### src/rtl/fnd_result_display.sv
`default_nettype none
// ============================================================================
// fnd_result_display : 4-bit adder/subtractor result to 4-digit common-anode FND
// Revision 1.0
// ============================================================================

module fnd_result_display #(
  parameter int SCAN_DIV = 100000
) (
  input  logic       i_clk,
  input  logic       i_reset_n,
  input  logic [3:0] i_sum,
  input  logic       i_carry,
  input  logic       i_mode,
  input  logic       i_load,
  output logic [3:0] o_com,
  output logic [7:0] o_seg
);

  localparam int CNT_W = $clog2(SCAN_DIV);
  localparam logic [CNT_W-1:0] C_CNT_MAX = CNT_W'(SCAN_DIV - 1);
  localparam logic [7:0] C_SEG_BLANK = 8'hFF;
  localparam logic [7:0] C_SEG_MINUS = 8'hBF;

  logic [CNT_W-1:0] cnt_q, cnt_d;
  logic [1:0]       idx_q, idx_d;
  logic [5:0]       cap_q, cap_d;
  logic [3:0]       com_q, com_d;
  logic [7:0]       seg_q, seg_d;

  logic       w_tick;
  logic       w_neg;
  logic [4:0] w_mag;
  logic [4:0] w_rem;
  logic [1:0] w_tens;
  logic [7:0] w_code;

  function automatic logic [7:0] seg_of(input logic [3:0] d);
    case (d)
      4'd0:    seg_of = 8'hC0;
      4'd1:    seg_of = 8'hF9;
      4'd2:    seg_of = 8'hA4;
      4'd3:    seg_of = 8'hB0;
      4'd4:    seg_of = 8'h99;
      4'd5:    seg_of = 8'h92;
      4'd6:    seg_of = 8'h82;
      4'd7:    seg_of = 8'hF8;
      4'd8:    seg_of = 8'h80;
      4'd9:    seg_of = 8'h90;
      default: seg_of = C_SEG_BLANK;
    endcase
  endfunction

  always_comb begin
    w_tick = (cnt_q == C_CNT_MAX);
    cnt_d  = w_tick ? '0 : cnt_q + 1'b1;
    cap_d  = i_load ? {i_mode, i_carry, i_sum} : cap_q;

    // cap_q = {mode, carry, sum}
    w_neg = 1'b0;
    w_mag = cap_q[4:0];
    if (cap_q[5]) begin
      if (cap_q[4]) begin
        w_mag = {1'b0, cap_q[3:0]};
      end else begin
        w_neg = 1'b1;
        w_mag = 5'd16 - {1'b0, cap_q[3:0]};
      end
    end

    // Magnitude never exceeds 31, so three compares cover every tens value.
    if (w_mag >= 5'd30) begin
      w_tens = 2'd3;
      w_rem  = w_mag - 5'd30;
    end else if (w_mag >= 5'd20) begin
      w_tens = 2'd2;
      w_rem  = w_mag - 5'd20;
    end else if (w_mag >= 5'd10) begin
      w_tens = 2'd1;
      w_rem  = w_mag - 5'd10;
    end else begin
      w_tens = 2'd0;
      w_rem  = w_mag;
    end

    case (idx_q)
      2'd0:    w_code = seg_of(w_rem[3:0]);
      2'd1:    w_code = (w_tens == 2'd0) ? C_SEG_BLANK : seg_of({2'b00, w_tens});
      2'd2:    w_code = C_SEG_BLANK;
      default: w_code = w_neg ? C_SEG_MINUS : C_SEG_BLANK;
    endcase

    com_d = com_q;
    seg_d = seg_q;
    idx_d = idx_q;
    if (w_tick) begin
      com_d = ~(4'b0001 << idx_q);
      seg_d = w_code;
      idx_d = idx_q + 2'd1;
    end
  end

  always_ff @(posedge i_clk or negedge i_reset_n) begin
    if (!i_reset_n) begin
      cnt_q <= '0;
      idx_q <= 2'd0;
      cap_q <= 6'd0;
      com_q <= 4'b1111;
      seg_q <= C_SEG_BLANK;
    end else begin
      cnt_q <= cnt_d;
      idx_q <= idx_d;
      cap_q <= cap_d;
      com_q <= com_d;
      seg_q <= seg_d;
    end
  end

  assign o_com = com_q;
  assign o_seg = seg_q;

endmodule

`default_nettype wire
### config.mk
export PLATFORM = sky130hd
export DESIGN_NAME = fnd_result_display
export DESIGN_NICKNAME = d
export VERILOG_FILES = /design/src/rtl/fnd_result_display.sv
export SDC_FILE = /design/constraint.sdc
export NUM_CORES = 1
export LEC_CHECK = 0
export ABC_CLOCK_PERIOD_IN_PS = 4100
export CORE_ASPECT_RATIO = 1.5
export CORE_MARGIN = 3
export CORE_UTILIZATION = 50
export DETAILED_ROUTE_END_ITERATION = 8
export HOLD_SLACK_MARGIN = 0.06
export PLACE_DENSITY = 0.76
export REMOVE_ABC_BUFFERS = 1
export SYNTH_ARGS = -nofsm -noshare
export SYNTH_HDL_FRONTEND = slang
export SYNTH_SLANG_ARGS = --single-unit
### constraint.sdc
create_clock -name i_clk -period 4.1 [get_ports i_clk]
set_input_delay 0.615 -clock i_clk [delete_from_list [all_inputs] [get_ports i_clk]]
set_output_delay 0.615 -clock i_clk [all_outputs]
set_load 0.01 [all_outputs]
==> results by group, run 1 <==
Floorplan
  • FP Rows: 28
  • Initial Util: 0.537
  • Die ar.: between 5000 and 6000 um^2
  • I/O pin count: 21
  • Die X: between 60 and 70 um
  • Die H: between 80 and 90 um
  • Core area: 4100 um^2

Synthesis
  • Synth Flop Type: dfrtp_1
  • Largest family of logic cells by synthesized area: simple AND/OR/NAND/NOR gates
  • Post-synth EDFFs: 0
  • Synth Area in Compound Gates: 0.163
  • Syn avg cell area: roughly 10 um^2
  • Library cells used by synthesis: between 50 and 60
  • FFs w/ async S/R, synth: 1.00
  • Register area share after synthesis: 0.416
  • Synth Register Bits: 36
  • Mux contribution to synthesized area: 0.0506
  • Post-Synth XOR/XNOR Area: 0.0671
  • Post-Synthesis Cells: about 220
  • Warnings from Yosys: 0
  • Adder-cell share of the synthesized area: 0.0853
  • Simple-gate area share of the yosys netlist: 0.184
  • Cell Area, Synth: between 2000 and 2500 um^2

Routing
  • Drt first pass iters: 4
  • DRT iter0 DRCs: 71
  • Vias per inst: 5.81
  • Detail Route Antenna Nets: 0
  • Drt drc: 0
  • DR vias: ~1700
  • Total wire length: approximately 4.4 mm
  • Wirelength per Cell: 15.2 um

Worst setup path
  • Worst Path Required: between 4000 and 5000 ps
  • Element type at the critical path start: flip-flop
  • Critical Path End Type: flip-flop
  • CP Class: reg2reg
  • Crit path DAT: about 3700 ps
  • CP max FO: 7

Power and ir drop
  • Cell Pwr Density: 367 nW/um^2
  • Internal Pwr Total: 0.000679 W
  • Net Sw Frac: 0.280
  • Logic pwr share: 0.250
  • Clk pwr share: 0.358
  • Leakage: around 1.1 nW
  • Reg power frac: 0.392
  • Worst IR Drop VDD: between 0.3 and 0.4 mV
  • Net Sw Power: between 0.0002 and 0.0003 W

Clocking
  • Clock transition at path regs: around 70 ps
  • Clock sink count: 36
  • Clock latency on the worst-skew pair: 280 ps
  • Post-CTS setup buffers: 0
  • CTS buffer count: 5
  • CTS tree: yes
  • Root buf cell: clkbuf_8
  • CTS max path bufs: 2
  • H-tree depth: 2
  • Hold_buf cts: 0
  • # resized after CTS: 0

Placed design
  • DPL Wire Length: 3.35 mm
  • Placed Instances: between 200 and 300
  • Post-place instance area: ~2400 um^2
  • GP Congestion: around 0.9
  • PortBufs: 19
  • DP Worst Slack: 649 ps

Timing
  • Max-slew headroom: 0.640
  • Max Clock Freq: between 200 and 300 MHz
  • Final Hold Fails: 0
  • Final worst slack: a little over 600 ps
  • Post-Route Setup TNS: 0 ps
  • Final setup viols: 0
  • Slew @ Worst Pin: between 500 and 600 ps
  • Slew Viols, Final: 0
  • RSZ-0062 raised after global routing: no
  • Period utilisation layout: 0.850
  • Layout Skew: roughly 6 ps
  • Final Critical Period: between 3000 and 4000 ps

Global route
  • GR Overflow Total: 0
  • Largest net degree at the start of global routing: 37
  • GRT Overall Usage: 0.183
  • First-pass GRT wire length: approximately 7.5 mm
  • Initial antenna violation count: 0
  • Number of global-route vias before repair: around 1700

Hold path
  • Min-delay worst type: reg2reg

Run status
  • Status: finished, final reports clean

Cells and area
  • Commonest cells after routing, fill and taps aside: 25 x dfrtp_1, 23 x nand2_1, 19 x clkdlybuf4s50_1, 16 x nor2_1, 15 x ha_1
  • Non-filler cells in the finished layout: slightly below 300
  • Final Util: 0.628
  • Layout cells sized above 1: 0.180
  • Final net count: about 270
  • ANT cells: 0
  • Cell area after layout: 2570 um^2
  • Synthesis-to-layout area growth: 17.0%
  • Most common cell after layout, fill and taps aside: dfrtp_1

Job
  • Max_cap viols: 0
cell families (layout without fill, tap and decap cells):
group	after synthesis	after routing
other	1	1
xor gates and xnor gates	16	16
buffers and inverters	16	42
AOI/OAI and AO/OA	49	49
muxes	9	9
and+or+nand+nor	76	76
adders and majority gates	15	15
DFF	36	36
layout make-up:
class	instances	area [um^2]
flip-flops and latches	36	915
multi-input cells	166	1210
well taps	45	56.3
clock buffers	7	96.3
repair buffers	23	220
fillers	340	1530
clock inverters	1	30.0
inverters	11	41.3
cell usage after synthesis, drive strengths merged, types with 2 or more instances:
library cell,number,area [um^2]
o22ai,3,18.8
xnor2,9,78.8
o32a,2,32.5
a31o,2,17.5
and2,3,18.8
a21boi,2,15.0
o32ai,2,17.5
nand2b,2,12.5
a31oi,4,25.0
xor2,7,68.8
a21oi,9,48.8
nand3,4,20.0
dfrtp,25,626
clkbuf,3,11.3
o311ai,2,17.5
ha,15,188
o21ai,13,65.1
nor3,6,30.0
mux2,4,45.0
and3,3,18.8
a41o,3,41.3
or3,4,30.0
buf,2,18.8
nor3b,2,25.0
inv,11,41.3
dfstp,11,289
nor2,16,60.1
nand2,23,86.3
nand4,5,31.3
mux2i,5,66.3
final timing paths:
path / from / to / slack, ps / cells past startpoint
worst max-delay path: cap_q[0] / o_seg[1] / 620 / 12
worst min-delay path: o_com[1] / o_com[1] / 480 / 2
worst max register to register: cap_q[0] / o_seg[1] / 620 / 12
worst min register to register: o_com[1] / o_com[1] / 480 / 2
max in group asynchronous: i_reset_n / o_seg[4] / 3010 / 2
min in group asynchronous: i_reset_n / cnt_q[3] / 740 / 2
metal layers:
layer,wire length (um),track usage
met3,120,0.0312
met2,2350,0.335
met4,102,0.0685
met5,0,0
met1,1810,0.203
flip-flops by register name, summed over array words and instances, names as in the netlist:
register and flops:
cnt_q 17, o_seg 7, cap_q 6, o_com 4, idx_q 2
critical path, stage by stage, from the launching register on:
cell and delay [ps]:
dfrtp_1 430, inv_1 170, ha_1 290, nor3b_2 230
xor2_2 270, ha_1 190, nand2_1 60, a41o_4 300
o32a_4 400, mux2i_4 250, ha_1 290, o311ai_0 370
o31a_1 170
through the flow:
| stage | power [W] | hold WS [ps] |
|---|---|---|
| floorplan | 0.000548 | 319 |
| global placement | 0.000608 | 463 |
| detailed placement | 0.000609 | 478 |
| CTS | 0.000942 | 487 |
| global route | 0.000988 | 500 |
| finish | 0.000943 | 484 |
power by group through the flow:
stage	combinational (W)	clock, W	sequential (W)
2_1_floorplan	0.000174	0	0.000374
3_3_place_gp	0.000232	0	0.000376
3_5_place_dp	0.000233	0	0.000376
4_1_cts	0.000234	0.000339	0.000369
5_1_grt	0.000261	0.000356	0.000371
6_report	0.000236	0.000338	0.000369
Note: power is estimated with default switching activity, not from simulation.
==> run 2: changes to the inputs <==
- ABC_CLOCK_PERIOD_IN_PS: 4100 -> 3050
- PLACE_DENSITY: 0.76 -> 0.79
- clock period: 4.1 -> 3.05 ns (I/O delays scaled with it)
==> results by group, run 2 (synthesized netlist as in run 1, its figures left out) <==
Run status
  • Status: finished, final reports clean

Job
  • Max_cap viols: 0 (unchanged)

Placed design
  • DPL Wire Length: 3.47 mm (+3.6%)
  • PortBufs: 19 (unchanged)
  • GP Congestion: 0.852 (-5.5%)
  • DP Worst Slack: -30.8 ps (-680 ps)
  • Post-place instance area: 2510 um^2 (+2.8%)

Clocking
  • Clock transition at path regs: 70 ps (about the same)
  • Clock latency on the worst-skew pair: 290 ps (about the same)
  • CTS buffer count: 5 (unchanged)
  • CTS max path bufs: 2 (unchanged)
  • Clock sink count: 36 (unchanged)
  • Root buf cell: clkbuf_8
  • H-tree depth: 2 (unchanged)
  • CTS tree: yes

Timing
  • Final setup viols: 0 (unchanged)
  • Final Hold Fails: 0 (unchanged)
  • Final Critical Period: 2970 ps (-518 ps)
  • Max Clock Freq: 337 MHz (+17%)
  • Layout Skew: 3.49 ps (-2.67 ps)
  • Final worst slack: 84.3 ps (-532 ps)
  • Slew Viols, Final: 0 (unchanged)
  • Period utilisation layout: 0.972 (+0.123)

Global route
  • Initial antenna violation count: 0 (unchanged)
  • M3 GR Usage: 0.0312 (unchanged)
  • First-pass GRT wire length: 7.86 mm (+5.1%)
  • Number of global-route vias before repair: 1748 (+1.5%)
  • M1 GR Usage: 0.208 (+0.00581)
  • GRT Overall Usage: 0.199 (+0.0162)
  • GR Overflow Total: 0 (unchanged)
  • Met2 usage: 0.372 (+0.0374)
  • Largest net degree at the start of global routing: 37 (unchanged)
  • Most used routing layer: met2

Power and ir drop
  • Cell Pwr Density: 461 nW/um^2 (+26%)
  • Leakage: 1.20 nW (+7.4%)
  • Worst IR Drop VDD: 0.423 mV (+14%)
  • Overall power: 0.00126 W (+34%)

Cells and area
  • Reg with most FFs: cnt_q
  • Cell area after layout: 2740 um^2 (+6.3%)
  • Commonest cells after routing, fill and taps aside: 25 x dfrtp_1, 23 x nand2_1, 19 x clkdlybuf4s50_1, 19 x buf_4, 15 x nor2_1
  • Max reg flops: 17 (unchanged)
  • Synthesis-to-layout area growth: 24.3%
  • ANT cells: 0 (unchanged)
  • Final net count: 283 (+6.0%)
  • Final Util: 0.667 (+0.0397)
  • Filler instances: 317 (-6.8%)
  • Layout cells sized above 1: 0.285 (+0.104)
  • Most common cell after layout, fill and taps aside: dfrtp_1

Floorplan
  • Die ar.: 5250 um^2 (unchanged)
  • Die H: 87.2 um (unchanged)
  • Die X: 60.2 um (unchanged)
  • FP Rows: 28 (unchanged)
  • I/O pin count: 21 (unchanged)
  • Core area: 4100 um^2 (unchanged)
  • Initial Util: 0.537 (unchanged)

Routing
  • Wirelength per Cell: 15.6 um (+2.7%)
  • Detail Route Antenna Nets: 0 (unchanged)
  • DRT iter0 DRCs: 69 (-2.8%)
  • Total wire length: 4.75 mm (+8.4%)
  • Vias per inst: 5.82 (+0.17%)
  • Drt first pass iters: 4 (unchanged)
  • DR vias: 1776 (+5.7%)
  • Drt drc: 0 (unchanged)

Worst setup path
  • CP max stage delay: 390 ps (-40 ps)
  • Critical Path End Type: flip-flop
  • Crit path DAT: 3190 ps (-520 ps)
  • Worst path cell trace: inv_2 > ha_4 > nor3b_4 > xor2_2 > inv_2 > buf_4 > a41o_4 > o32a_4 > mux2i_4 > buf_6 > a21oi_2 > a211o_1 > a41o_1
  • Element type at the critical path start: flip-flop
  • Crit-path most repeated cell: inv_2
  • CP Class: reg2reg
  • Worst Path Required: 3270 ps (-1050 ps)
  • CP max FO: 4 (-3)
  • Crit-path slowest cell: o32a_4

Hold path
  • Min-delay worst type: reg2reg
-- run 2: cell types whose count changed in the layout (fill, tap and decap cells not counted), sizes merged --
cell,previous run,this run
bufinv,1,0
clkinv,0,3
buf,4,20
clkbuf,7,5
-- run 2: what timing repair did --
action | 4_1_cts | 5_1_grt
setup endpoints to repair | 3 | 5
gates resized for setup | 7 | 14
hold buffers | 0 | 0
buffers inserted | 3 | 4
pin swaps | 3 | 7
-- run 2: final cells by class --
cell class | instances | area, um^2 | share of cell area
timing repair buffer | 39 | 344 | 0.126
clock buffer | 5 | 68.8 | 0.0252
tap | 45 | 56.3 | 0.0206
multi-input combinational | 166 | 1290 | 0.472
sequential | 36 | 915 | 0.334
clock inverter | 3 | 18.8 | 0.00686
inverter | 11 | 41.3 | 0.0151
-- run 2: power by group --
group          switching [W]  internal (W)  leakage [nW]  total, W
sequential         0.0000112      0.000486         0.435  0.000497
clock               0.000180      0.000159        0.0479  0.000339
combinational       0.000215      0.000209         0.714  0.000424
-- run 2: through the flow --
stage	instances	TNS, ps	hold WS, ps
5_1_grt	305	-17.0	512
3_5_place_dp	290	-39.9	468
3_3_place_gp	290	0	459
6_report	305	0	475
4_1_cts	301	0	478
2_1_floorplan	213	-222	162
-- run 2: metal layers --
layer,wire length [um],vias up
li1,-,864
met1,1840,872
met2,2660,30
met3,123,10
met4,128,0
met5,0,-
-- run 2: path summary, 6_finish.rpt --
check | start | to | slack, ps | cells after the start
max | cap_q[0] | o_seg[6] | 80 | 13
min | cnt_q[0] | cnt_q[0] | 480 | 1
max reg2reg | cap_q[0] | o_seg[6] | 80 | 13
min reg2reg | cnt_q[0] | cnt_q[0] | 480 | 1
max in group asynchronous | i_reset_n | o_seg[0] | 2130 | 2
min in group asynchronous | i_reset_n | cnt_q[8] | 590 | 2
-- run 2: worst max-delay path, delay by kind of cell (launching register included) --
family | cells | cell delay [ps]
AND/OR/NAND/NOR | 1 | 200
AO/OA/AOI/OAI | 5 | 1260
flip-flops | 1 | 370
multiplexers | 1 | 200
XOR/XNOR | 1 | 260
buffers and inverters | 4 | 430
adder cells (fa/ha/maj) | 1 | 170
==> run 3: changes to the inputs <==
- ABC_AREA: default -> 1
==> results by group, run 3 <==
Clocking
  • # resized after CTS: 0 (-7)
  • CTS max path bufs: 2 (unchanged)
  • Clock transition at path regs: 80 ps (about the same)
  • CTS buffer count: 5 (unchanged)
  • Root buf cell: clkbuf_8
  • Clock sink count: 36 (unchanged)
  • CTS tree: yes
  • Post-CTS setup buffers: 0 (-3)
  • H-tree depth: 2 (unchanged)
  • Clock latency on the worst-skew pair: 290 ps (about the same)
  • Hold_buf cts: 0 (unchanged)

Worst setup path
  • CP max FO: 11 (+7)
  • Top delay family on crit path: adder cells
  • CP max stage delay: 390 ps (about the same)
  • Crit-path slowest cell: dfrtp_1
  • Critical Path End Type: flip-flop
  • Element type at the critical path start: flip-flop
  • Crit path DAT: 2960 ps (-230 ps)
  • CP Class: reg2reg
  • Worst path cell trace: inv_2 > ha_1 > nand2_1 > o21ai_2 > inv_1 > ha_1 > nand2_1 > nand3_1 > nand2_2 > nand2_1 > nand3_1 > nand2_1 > ha_1 > inv_1 > a21oi_1 > o21ai_1 > nand2_1 > a21oi_2
  • Crit-path most repeated cell: nand2_1
  • Worst Path Required: 3270 ps (about the same)
  • Buf+Inv Stages, Crit Path: 3 (-1)

Global route
  • Largest net degree at the start of global routing: 37 (unchanged)
  • Initial antenna violation count: 0 (unchanged)
  • GRT Overall Usage: 0.195 (-0.00443)
  • Number of global-route vias before repair: 1946 (+11%)
  • GR Overflow Total: 0 (unchanged)
  • First-pass GRT wire length: 8.04 mm (+2.3%)

Hold path
  • Min-delay worst type: reg2reg

Timing
  • Post-Route Setup TNS: 0 ps (unchanged)
  • Layout Skew: 7.33 ps (+3.84 ps)
  • RSZ-0062 raised after global routing: no
  • Final Hold Fails: 0 (unchanged)
  • Final Critical Period: 2740 ps (-229 ps)
  • Max Clock Freq: 365 MHz (+8.4%)
  • Slew Viols, Final: 0 (unchanged)
  • Final setup viols: 0 (unchanged)
  • Final worst slack: 314 ps (+229 ps)
  • Period utilisation layout: 0.897 (-0.0751)

Routing
  • DR vias: 1941 (+9.3%)
  • Detail Route Antenna Nets: 0 (unchanged)
  • DRT iter0 DRCs: 66 (-4.3%)
  • Wirelength per Cell: 12.4 um (-20%)
  • Drt drc: 0 (unchanged)
  • Vias per inst: 5.26 (-9.7%)
  • Drt first pass iters: 4 (unchanged)
  • Total wire length: 4.58 mm (-3.6%)

Floorplan
  • FP Rows: 29 (+3.6%)
  • Die ar.: 5530 um^2 (+5.3%)
  • Die H: 89.6 um (+2.7%)
  • Die X: 61.7 um (+2.6%)
  • Initial Util: 0.534 (-0.00215)
  • Core area: 4350 um^2 (+6.2%)
  • I/O pin count: 21 (unchanged)

Synthesis
  • Most frequent cell after synthesis: nand2_1
  • Library cells used by synthesis: 33 (-43%)
  • Top cells by area, synth: dfrtp_1 27%, dfstp_2 12%, nand2_1 10%
  • Post-synth EDFFs: 0 (unchanged)
  • Synth Register Bits: 36 (unchanged)
  • FFs w/ async S/R, synth: 1.00 (unchanged)
  • Synth Flop Type: dfrtp_1
  • Yosys top cell by area: dfrtp_1
  • Syn avg cell area: 7.81 um^2 (-23%)
  • Synth cell count leaders: 65 x nand2_1, 43 x inv_1, 25 x dfrtp_1, 21 x nor2_1, 19 x o21ai_0
  • Warnings from Yosys: 0 (unchanged)
  • Cell Area, Synth: 2330 um^2 (+5.8%)
  • Register area share after synthesis: 0.393 (-0.0228)
  • Post-Synthesis Cells: 298 (+37%)
  • Synth top area share: 0.269 (-0.0156)

Cells and area
  • Final net count: 346 (+22%)
  • Layout cells sized above 1: 0.176 (-0.108)
  • ANT cells: 0 (unchanged)
  • Non-filler cells in the finished layout: 369 (+21%)
  • Synthesis-to-layout area growth: 14.2%
  • Max reg flops: 17 (unchanged)
  • Filler instances: 395 (+25%)
  • Most common cell after layout, fill and taps aside: nand2_1
  • Commonest cells after routing, fill and taps aside: 65 x nand2_1, 43 x inv_1, 25 x dfrtp_1, 21 x nor2_1
  • Reg with most FFs: cnt_q

Power and ir drop
  • Leakage: 1.35 nW (+13%)
  • Overall power: 0.00115 W (-8.7%)
  • Cell Pwr Density: 433 nW/um^2 (-6.1%)
  • Worst IR Drop VDD: 0.312 mV (-26%)

Placed design
  • GP Congestion: 0.925 (+8.6%)
  • DP Worst Slack: 323 ps (+354 ps)
  • PortBufs: 19 (unchanged)
  • Placed Instances: 361 (+24%)
  • DPL Wire Length: 3.60 mm (+3.7%)

Run status
  • Status: finished, final reports clean

Job
  • Max_cap viols: 0 (unchanged)
## run 3: cell types whose count changed in the layout (fill, tap and decap cells not counted), sizes merged, moves of 5 or more
| cell | change |
|---|---|
| nor2 | +7 |
| inv | +41 |
| mux2i | -5 |
| nand3 | +24 |
| o21ai | +13 |
| nand2 | +52 |
| buf | -19 |
| xnor2 | -9 |
| a21oi | +8 |
## run 3: power breakdown
part           total [W]  switching, W  internal, W
Sequential      0.000491    0.00000641     0.000485
Combinational   0.000314      0.000207     0.000107
Clock           0.000345      0.000183     0.000162
Total            0.00115      0.000396     0.000754
## run 3: area by class of cell
class                   count  area (um^2)  share of cell area
flip-flops and latches     36          915               0.344
clock inverters             3         23.8             0.00894
well taps                  46         57.6              0.0216
multi-input cells         206         1200               0.450
clock buffers               5         68.8              0.0259
inverters                  53          199              0.0748
repair buffers             20          198              0.0744
## run 3: cells by family after synthesis
family,share of synthesized area
simple gates,0.309
buf+inv,0.0925
compound gates,0.112
flops,0.393
fa+ha+maj,0.0806
xor+xnor,0.0113
other cells,0.00161
## run 3: worst paths after layout
kind                           start       end  slack (ps)  cells after the start
max                         cap_q[0]  o_seg[3]         310                     18
min                         cnt_q[0]  cnt_q[0]         460                      1
max reg2reg                 cap_q[0]  o_seg[3]         310                     18
min reg2reg                 cnt_q[0]  cnt_q[0]         460                      1
max in group asynchronous  i_reset_n  o_seg[3]        2130                      2
min in group asynchronous  i_reset_n  cnt_q[5]         570                      2
## run 3: metal layers
| metal | vias to the layer above | global-route usage | routed length (um) |
|---|---|---|---|
| met3 | 12 | 0.0361 | 95 |
| met5 | - | 0 | 0 |
| met1 | 905 | 0.216 | 1930 |
| met2 | 25 | 0.355 | 2460 |
| li1 | 999 | - | - |
| met4 | 0 | 0.0734 | 99 |
## run 3: per-stage QoR
step,area (um^2),hold WS (ps),utilization
final,2660,464,0.611
after global routing,2660,485,0.611
after CTS,2660,465,0.611
after detailed placement,2570,454,0.589
after global placement,2570,456,0.589
after floorplan,2310,162,-
==> variant: new RTL, flow settings as in run 1 <==
The parameter `SCAN_DIV` goes from 100000 to 50000.
--- a/src/rtl/fnd_result_display.sv
+++ b/src/rtl/fnd_result_display.sv
@@ -5,7 +5,7 @@
 // ============================================================================
 
 module fnd_result_display #(
-  parameter int SCAN_DIV = 100000
+  parameter int SCAN_DIV = 50000
 ) (
   input  logic       i_clk,
   input  logic       i_reset_n,
Behaviour: no difference found for any inputs over 10 cycles, from zero or initial values and one cycle with i_reset_n low; that may be too few to reach the edited logic, so the function may still have changed.
==> variant against run 1 <==
Non-clock buffer count is 3 lower. Core utilization is 2.7 points lower. Sequential cell count is 1 lower. Synthesized cell count is 7.8% higher. Total power is 2.8% lower. Area after synthesis is 1.1% higher. Clock skew is 0.0021 ns higher. Routed wire length is 1.5% higher. Worst setup slack worse by 0.16 ns. Global-route usage is 0.75 points higher. Cell area is 0.83% lower. Via count is 5.1% higher. Largest power group unchanged. Highest routed layer unchanged.
==> variant: results (changes against run 1) <==
| Metric | Value |
|---|---|
| Compound-Gate Fraction of Synth Area | 0.1597 (-0.002955) |
| Max reg flops | 16 (-1) |
| Mux cell area share after synthesis | 0.04612 (-0.004506) |
| Drt via density | 5.887 (+1.3%) |
| First-pass GRT wire length | 7741 um (+3.5%) |
| Cell Area, Placed | 2434 um^2 (-0.51%) |
| Measured slew at the worst slew-check pin | 0.7273 ns (+0.1985 ns) |
| Xor and xnor area share after synthesis | 0.07087 (+0.003744) |
| Adder-cell share of the synthesized area | 0.08436 (-0.0009598) |
| Total number of vias | 1,766 (+5.1%) |
| Pre-CTS WS | 0.4948 ns (-0.1544 ns) |
| Global Route Usage Sum | 0.1903 (+0.007549) |
| Pin count of the biggest net entering global routing | 36 (-2.7%) |
| Syn Inst Count | 235 (+7.8%) |
| Final GP Congestion | 0.9063 (+0.55%) |
| CP arrival | 3.85 ns (+0.14 ns) |
| HPWL Detailed | 3321 um (-0.94%) |
| Maximum fanout along the worst path | 9 (+2) |
| Psw | 273.7 uW (+3.7%) |
| Worst clock skew | 0.008259 ns (+0.002100 ns) |
| Post-layout util | 0.6009 (-0.02665) |
| 1st-iter DRT viols | 110 (+55%) |
| Leakage | 0.001088 uW (-2.4%) |
| Nets | 277 (+3.7%) |
| Worst VDD drop | 0.3087 mV (-17%) |
| Ranking of synthesized cells by area | dfrtp_1 27%, dfstp_2 13%, ha_1 8.4% |
| Delay-heaviest family, CP | adder cells |
| Placed cells | 292 (+3.9%) |
| Number of distinct library cells after synthesis | 53 (-8.6%) |
| Status | completed |
==> variant: changes by cell type in the layout (fill, tap and decap cells not counted), sizes merged, moves of 3 or more <==
cell          run 1  this run
xor2              7        10
nand3             4        10
nand2            23        20
nand4             5         2
buf               4         1
a41o              3         0
nor2             16        29
o21ai            13        18
a21oi             9         5
o21a              0         3
and3              3         7
==> variant: power groups by stage <==
| stage | Clock (uW) | Combinational [uW] | Sequential [uW] |
|---|---|---|---|
| floorplan | 0 | 183 | 365 |
| global placement | 0 | 233 | 368 |
| detailed placement | 0 | 234 | 368 |
| CTS | 322 | 235 | 362 |
| global route | 336 | 262 | 363 |
| finish | 318 | 237 | 362 |
==> variant: area by class of cell <==
type / count / share of cell area
Multi-Input combinational cell: 179 / 0.4875
Sequential cell: 35 / 0.3487
Timing Repair Buffer: 20 / 0.07749
Clock buffer: 6 / 0.03237
Tap cell: 46 / 0.02256
Inverter: 12 / 0.01766
Clock inverter: 2 / 0.01373
==> variant: path summary, 6_finish.rpt <==
check	startpoint	endpoint	slack, ns	depth (start not counted)
max	cap_q[0]	o_seg[1]	0.46	14
min	cnt_q[0]	cnt_q[0]	0.46	1
max reg2reg	cap_q[0]	o_seg[1]	0.46	14
min reg2reg	cnt_q[0]	cnt_q[0]	0.46	1
max in group asynchronous	i_reset_n	o_seg[3]	3.01	2
min in group asynchronous	i_reset_n	cnt_q[2]	0.73	2
==> variant: metal layers <==
metal,routed length (um),up-vias,track usage
li1,-,857,-
met3,137,12,0.02360
met5,0,-,0
met1,1806,850,0.2315
met2,2363,47,0.3238
met4,138,0,0.09467
